[config.mk]
export PLATFORM = sky130hd
export DESIGN_NAME = dlx_fetch_queue
export DESIGN_NICKNAME = d
export VERILOG_FILES = /design/src/rtl/dlx_pkg.sv /design/src/rtl/dlx_sync_fifo.sv /design/src/rtl/dlx_fetch_queue.sv
export SDC_FILE = /design/constraint.sdc
export NUM_CORES = 1
export LEC_CHECK = 0
export ABC_AREA = 1
export BUFFER_PORTS_ARGS = -buffer_cell sky130_fd_sc_hd__buf_2
export CELL_PAD_IN_SITES_DETAIL_PLACEMENT = 0
export CELL_PAD_IN_SITES_GLOBAL_PLACEMENT = 1
export CORE_MARGIN = 2
export CORE_UTILIZATION = 45
export DETAILED_ROUTE_END_ITERATION = 16
export HOLD_SLACK_MARGIN = 0.06
export PLACE_DENSITY = 0.91
export SETUP_SLACK_MARGIN = 0.02
export SYNTH_ARGS = -nofsm -noshare
export SYNTH_HDL_FRONTEND = slang
export SYNTH_SLANG_ARGS = --single-unit
export TNS_END_PERCENT = 1
[constraint.sdc]
create_clock -name clk -period 5.7 [get_ports clk]
set_input_delay 0.57 -clock clk [delete_from_list [all_inputs] [get_ports clk]]
set_output_delay 0.57 -clock clk [all_outputs]
set_load 0.02 [all_outputs]
[src/rtl/dlx_pkg.sv]
// Shared types and constants for the DLX instruction-fetch front end.
package dlx_pkg;
  localparam int DLX_XLEN = 32;
  localparam int INSTR_W  = 32;

  typedef enum logic {
    SETTLE = 1'b0,
    FETCH  = 1'b1
  } fetch_state_t;

  typedef struct packed {
    logic [DLX_XLEN-1:0] pc;
    logic [INSTR_W-1:0]  instr;
  } fetch_entry_t;
endpackage

[src/rtl/dlx_sync_fifo.sv]
// Synchronous FIFO with flush; a push is accepted while full when a pop happens the same cycle.
module dlx_sync_fifo #(
  parameter int WIDTH = 64,
  parameter int DEPTH = 4
) (
  input  logic                   clk,
  input  logic                   reset_n,
  input  logic                   flush_i,
  input  logic                   push_i,
  input  logic [WIDTH-1:0]       data_i,
  input  logic                   pop_i,
  output logic [WIDTH-1:0]       data_o,
  output logic [$clog2(DEPTH):0] count_o,
  output logic                   full_o,
  output logic                   empty_o
);
  localparam int AW = $clog2(DEPTH);

  logic [WIDTH-1:0] mem_q [DEPTH];
  logic [AW-1:0]    wr_ptr_q, rd_ptr_q;
  logic [AW:0]      count_q;
  logic             do_push, do_pop;

  assign full_o  = (count_q == (AW+1)'(DEPTH));
  assign empty_o = (count_q == '0);
  assign do_pop  = pop_i & ~empty_o;
  assign do_push = push_i & (~full_o | do_pop);
  assign data_o  = mem_q[rd_ptr_q];
  assign count_o = count_q;

  // Pointers wrap naturally because DEPTH is a power of two.
  always_ff @(posedge clk) begin
    if (!reset_n || flush_i) begin
      wr_ptr_q <= '0;
      rd_ptr_q <= '0;
      count_q  <= '0;
    end else begin
      if (do_push) wr_ptr_q <= wr_ptr_q + 1'b1;
      if (do_pop)  rd_ptr_q <= rd_ptr_q + 1'b1;
      count_q <= count_q + {{AW{1'b0}}, do_push} - {{AW{1'b0}}, do_pop};
    end
  end

  always_ff @(posedge clk) begin
    if (do_push && !flush_i) mem_q[wr_ptr_q] <= data_i;
  end
endmodule

[src/rtl/dlx_fetch_queue.sv]
// Instruction-fetch front end: fetch PC register, SETTLE/FETCH control and a decoupling queue
// presenting {pc, instr} to decode over valid/ready.
module dlx_fetch_queue
  import dlx_pkg::*;
#(
  parameter int              XLEN     = DLX_XLEN,
  parameter int              DEPTH    = 4,
  parameter logic [XLEN-1:0] RESET_PC = '0
) (
  input  logic                   clk,
  input  logic                   reset_n,
  input  logic                   fetch_en,
  output logic [XLEN-1:0]        i_address,
  input  logic [INSTR_W-1:0]     i_data_read,
  input  logic                   i_data_valid,
  input  logic                   redirect_valid,
  input  logic [XLEN-1:0]        redirect_pc,
  output logic                   dec_valid,
  input  logic                   dec_ready,
  output logic [INSTR_W-1:0]     dec_instr,
  output logic [XLEN-1:0]        dec_pc,
  output logic [$clog2(DEPTH):0] occupancy,
  output fetch_state_t           dbg_state_o
);
  localparam int EW = XLEN + INSTR_W;

  // Handshake: a word moves to decode on a cycle where dec_valid and dec_ready are both high;
  // dec_valid never depends on dec_ready, and the head stays stable until consumed.
  fetch_state_t    state_q, state_d;
  logic [XLEN-1:0] pc_q, pc_d;
  logic [EW-1:0]   head;
  logic            full, empty, push, pop;

  assign dec_valid = ~empty;
  assign pop       = dec_valid & dec_ready;
  assign push      = (state_q == FETCH) & fetch_en & i_data_valid & ~redirect_valid
                     & (~full | pop);

  always_comb begin
    state_d = state_q;
    pc_d    = pc_q;
    case (state_q)
      SETTLE:  state_d = FETCH;
      FETCH:   state_d = FETCH;
      default: state_d = SETTLE;
    endcase
    if (redirect_valid) begin
      state_d = SETTLE;
      pc_d    = redirect_pc & ~{{(XLEN-2){1'b0}}, 2'b11};
    end else if (push) begin
      pc_d = pc_q + XLEN'(4);
    end
  end

  always_ff @(posedge clk) begin
    if (!reset_n) begin
      state_q <= SETTLE;
      pc_q    <= RESET_PC;
    end else begin
      state_q <= state_d;
      pc_q    <= pc_d;
    end
  end

  dlx_sync_fifo #(
    .WIDTH (EW),
    .DEPTH (DEPTH)
  ) u_fifo (
    .clk     (clk),
    .reset_n (reset_n),
    .flush_i (redirect_valid),
    .push_i  (push),
    .data_i  ({pc_q, i_data_read}),
    .pop_i   (pop),
    .data_o  (head),
    .count_o (occupancy),
    .full_o  (full),
    .empty_o (empty)
  );

  // Outputs read as zero whenever the queue is empty, so stale storage is never exposed.
  assign i_address   = pc_q;
  assign dec_pc      = dec_valid ? head[EW-1:INSTR_W] : '0;
  assign dec_instr   = dec_valid ? head[INSTR_W-1:0] : '0;
  assign dbg_state_o = state_q;
endmodule

# Word level (Yosys, flattened, before mapping)
# Memories as Yosys holds them, arrays and structs flattened. A register that Yosys moved wholly into a read port is not among the register bits.
# Cells that the tools add are included.
# totals
reg_bits	40
ram_bits	256
input_bits	70
out_inout_bits	101
elab_cells	42
memories	1
# mem_list
memory	words	word_bits	rd	rd_ports_with_merged_regs	wr	line	rtl
u_fifo.mem_q	4	64	1	1	1	dlx_sync_fifo.sv:19	logic [WIDTH-1:0] mem_q [DEPTH];
# op_classes
addsub	5
eq_ne	1
n_mux	9
bitwise_logic	13
n_reduce_logical	7
# ops
operator	n
$mux W32	4
$add A32 B3 Y32 const B	1
$and A1 B1 Y1	7
$add A2 B1 Y2 const B	2
$mux W2	2
$not A1 Y1	4
$add A3 B1 Y3	1
$eq A3 B3 Y1 const B	1
$logic_not A3 Y1	1
$mux W1	3
$sub A3 B1 Y3	1
$logic_not A1 Y1	2
$or A1 B1 Y1	2
$reduce_bool A2 Y1	1
$reduce_or A2 Y1	1
$logic_and A1 B1 Y1	1
$logic_or A1 B1 Y1	1

# Depth between registers and ports, before layout
# logic_depth
depth_word	9
depth_mapped	9
ltp_nobuf	9

# Hierarchy
# From an unflattened synthesis, not the netlist that was laid out.
# hier_totals
cells_unflattened	1213
area_unflattened_um2	12844.8
# by_module_without_submodules
mod	n_inst	cells_per_inst	area_per_inst_um2	seq_area_each_um2
dlx_sync_fifo	1	692	10002.1	7867.5
dlx_fetch_queue	1	521	2842.7	620.6

# Worst setup path after synthesis
# No wires, ideal clock.
# synth_path
path_kind	input-to-reg
from	input redirect_valid
to	memory u_fifo.mem_q[0][0], enable pin
setup_ns	0.482
arrival_time_ns	3.697
t_required_ns	5.218
path_slack_ns	1.521
path_stages	5
n_path_buf	2
cell_sequence	clkbuf_1 nor2_1 nand2_1 buf_2 nor2_1
# synth_between
elab_chain_cells	7
word_cells_on_any_way	8
cone_classes	mux: 2; bitwise: 4; reduce/logical: 2
# synth_rtl
item	line	rtl
from (decl)	dlx_fetch_queue.sv:16	input logic redirect_valid,
$not A1 Y1	dlx_fetch_queue.sv:36	assign push = (state_q == FETCH) & fetch_en & i_data_valid & ~redirect_valid
$and A1 B1 Y1	dlx_fetch_queue.sv:36	
$and A1 B1 Y1	dlx_fetch_queue.sv:37	& (~full | pop);
$and A1 B1 Y1	dlx_sync_fifo.sv:27	assign do_push = push_i & (~full_o | do_pop);
$logic_and A1 B1 Y1 *	dlx_sync_fifo.sv:45	if (do_push && !flush_i) mem_q[wr_ptr_q] <= data_i;
$mux W1 *	dlx_sync_fifo.sv:45	
$mux W1 (implied by the code) *	dlx_sync_fifo.sv:45	
to (decl)	dlx_sync_fifo.sv:19	
# Every way passes the cells marked *; elsewhere a longest branch is shown, timed or not.

==> flow_summary.yaml <==
critical_path:
  cp.arrival_ns: 3.41
  crit_type: "register to output pin"
  crit_fanout: 71
  ff2ff_setup_slack_ns: 2.96
  cpPeakStageDelay_ns: 0.87
  crit_slowest_cell: "clkinv_2"
  critPathCaptureType: "output pin"
  cp-start-kind: "register"
  cp.required_ns: 5.13
  crit_chain: "clkinv_2 -> buf_4 -> o21ai_0 -> a21oi_1 -> buf_2"
timing:
  tns_ns: 0
  skew_ns: 0.01612
  worst_pin_slew_ns: 1.047
  period_share_pct: 69.87
  rsz0062_at_grt: "false"
  final-hold-violation-count: 0
  slew-limit-headroom_pct: 30.06
  slew_viol_final: 0
  max_freq_mhz: 251.1
  final.min_clock_period_ns: 3.983
  holdWs_ns: 0.2558
  final-setup-viol-count: 0
finish:
  diodes: 0
  syn_to_final_growth_pct: 16.10
  layout_commonest_cell: "nor2_1"
  final_cell_mix: "nor2_1, edfxtp_1, buf_2, nand2_1, o21ai_0"
  regArea_mm2: 0.008253
  drive_above_1_share_pct: 18.73
  fillers: 2358
  layout.nets: 1412
  multi_input_area_mm2: 0.003575
grt:
  grt_pass1_wl_mm: 44.24
  antenna_found_initial: 0
  gr-usage-all-layers_pct: 19.63
  grt_max_degree: 72
  grt_pass1_vias: 8482
  grt.overflow.total: 0
detailed_routing:
  post_drt_wl_per_cell_um: 16.59
  via_count: 8738
  drtIter0Drc: 660
  route.detailed.drc: 0
  drt-total-wl_mm: 28.15
  drt_first_pass_iters: 6
  drtAntennaViolNets: 0
  viasPerCell: 5.149
power:
  p_leak_nw: 5.451
  report.power.total_mw: 4.339
  powerDensity_mw_per_mm2: 302.7
  ir_drop_mv: 0.1794
clock_network:
  clk_latency_ns: 0.53
  htreeDepth: 1
  cts_tree: "done"
  clock_sinks: 288
  ctsHoldBuffers: 0
  cts_buffers: 29
  post-cts-setup-buffers: 0
  clock-root-buffer: "clkbuf_16"
  path_clk_slew_ns: 0.06
  clock_path_buffers: 3
  cts_resized: 0
place:
  gp_congestion: 0.8108
  io_buffers: 164
  dp_hpwl_mm: 16.18
outcome:
  outcome: "completed"
yosys:
  ys_types: 35
  synth_area_mm2: 0.01235
  synth_area_per_cell_um2: 10.38
  yosysWarnings: 0
  synth_top_flop_cell: "edfxtp_1"
  synth.ff_latch_count: 288
  syn_inst: 1190
  synth-edff-count: 248
  synthArstFlopShare_pct: 0
  yosysSeqAreaShare_pct: 66.80
die:
  coreArea_mm2: 0.02695
  die_w_um: 169.6
  die-area_mm2: 0.02878
  std_cell_rows: 60
  start_util_pct: 45.81
  io_pins: 171
  die_h_um: 169.6
min_path:
  holdCritPathClass: "primary input to register"
run:
  drv_cap: 0
path summary, 6_finish.rpt:
check | cells past startpoint | endpoint | from
min reg2reg | 2 | register | u_fifo.rd_ptr_q[1]
min | 1 | u_fifo.mem_q[2][29] | i_data_read[29]
max reg2reg | 9 | u_fifo.count_o[2] | u_fifo.count_o[2]
max | 5 | dec_pc[21] | register
final cells by class:
class / instances / area share (%)
flip-flops and latches: 288 / 57.57
multi-input cells: 770 / 24.94
repair buffers: 174 / 6.249
clock buffers: 37 / 5.272
well taps: 341 / 2.976
inverters: 71 / 1.868
clock inverters: 16 / 1.126
per-stage QoR:
step	area, um^2	util (%)	instances	setup slack (ns)
detailed placement	13420	49.79	1644	2.231
global route	14340	53.19	1697	1.412
global placement	13420	49.79	1644	2.269
CTS	14340	53.19	1697	1.631
floorplan	12360	-	1193	1.521
finish	14340	53.19	1697	1.717
registers in the layout, summed over array words and instances (netlist names), named ones only:
signal,count
i_address,30
dbg_state_o,1
u_fifo.mem_q,248
u_fifo.rd_ptr_q,2
u_fifo.count_o,3
u_fifo.wr_ptr_q,2
cell families after synthesis:
kind of cell / share of synthesized area (%)
AOI/OAI and AO/OA: 9.668
other: 0.03037
adders and majority gates: 0.8715
buffers and inverters: 4.580
xor gates and xnor gates: 0.1419
DFF: 66.80
and+or+nand+nor: 17.91
cells in the mapped netlist, types with 6 or more instances:
cell	instances	area share [%]
a21oi_1	87	3.5
a31oi_1	6	0.30
buf_2	17	0.69
buf_4	8	0.49
clkbuf_1	37	1.1
dfxtp_1	40	6.5
edfxtp_1	248	60
ha_1	7	0.71
inv_1	66	2.0
nand2_1	135	4.1
nand2_2	8	0.41
nand3_1	64	2.6
nor2_1	288	8.8
nor2_4	9	0.82
o21ai_0	131	5.3
routing by layer:
layer,share of wire [%],GRT usage (%),up-vias
li1,-,-,4339
met5,0,0,-
met3,5.5,2.752,47
met2,49,35.14,276
met1,43,25.03,4076
met4,2.1,5.351,0
power breakdown:
part / internal [mW] / switching (mW) / leakage [nW] / total [mW]
sequential: 2.31 / 0.0390 / 2.59 / 2.35
clock: 1.07 / 0.747 / 0.430 / 1.82
combinational: 0.0592 / 0.118 / 2.43 / 0.177
critical path: cells and delay by family (launching register included):
kind	cells	cell delay, ns
buf+inv	3	1.65
flops	1	0.77
compound gates	2	0.39
No activity file was read; power rests on OpenSTA's default activity.
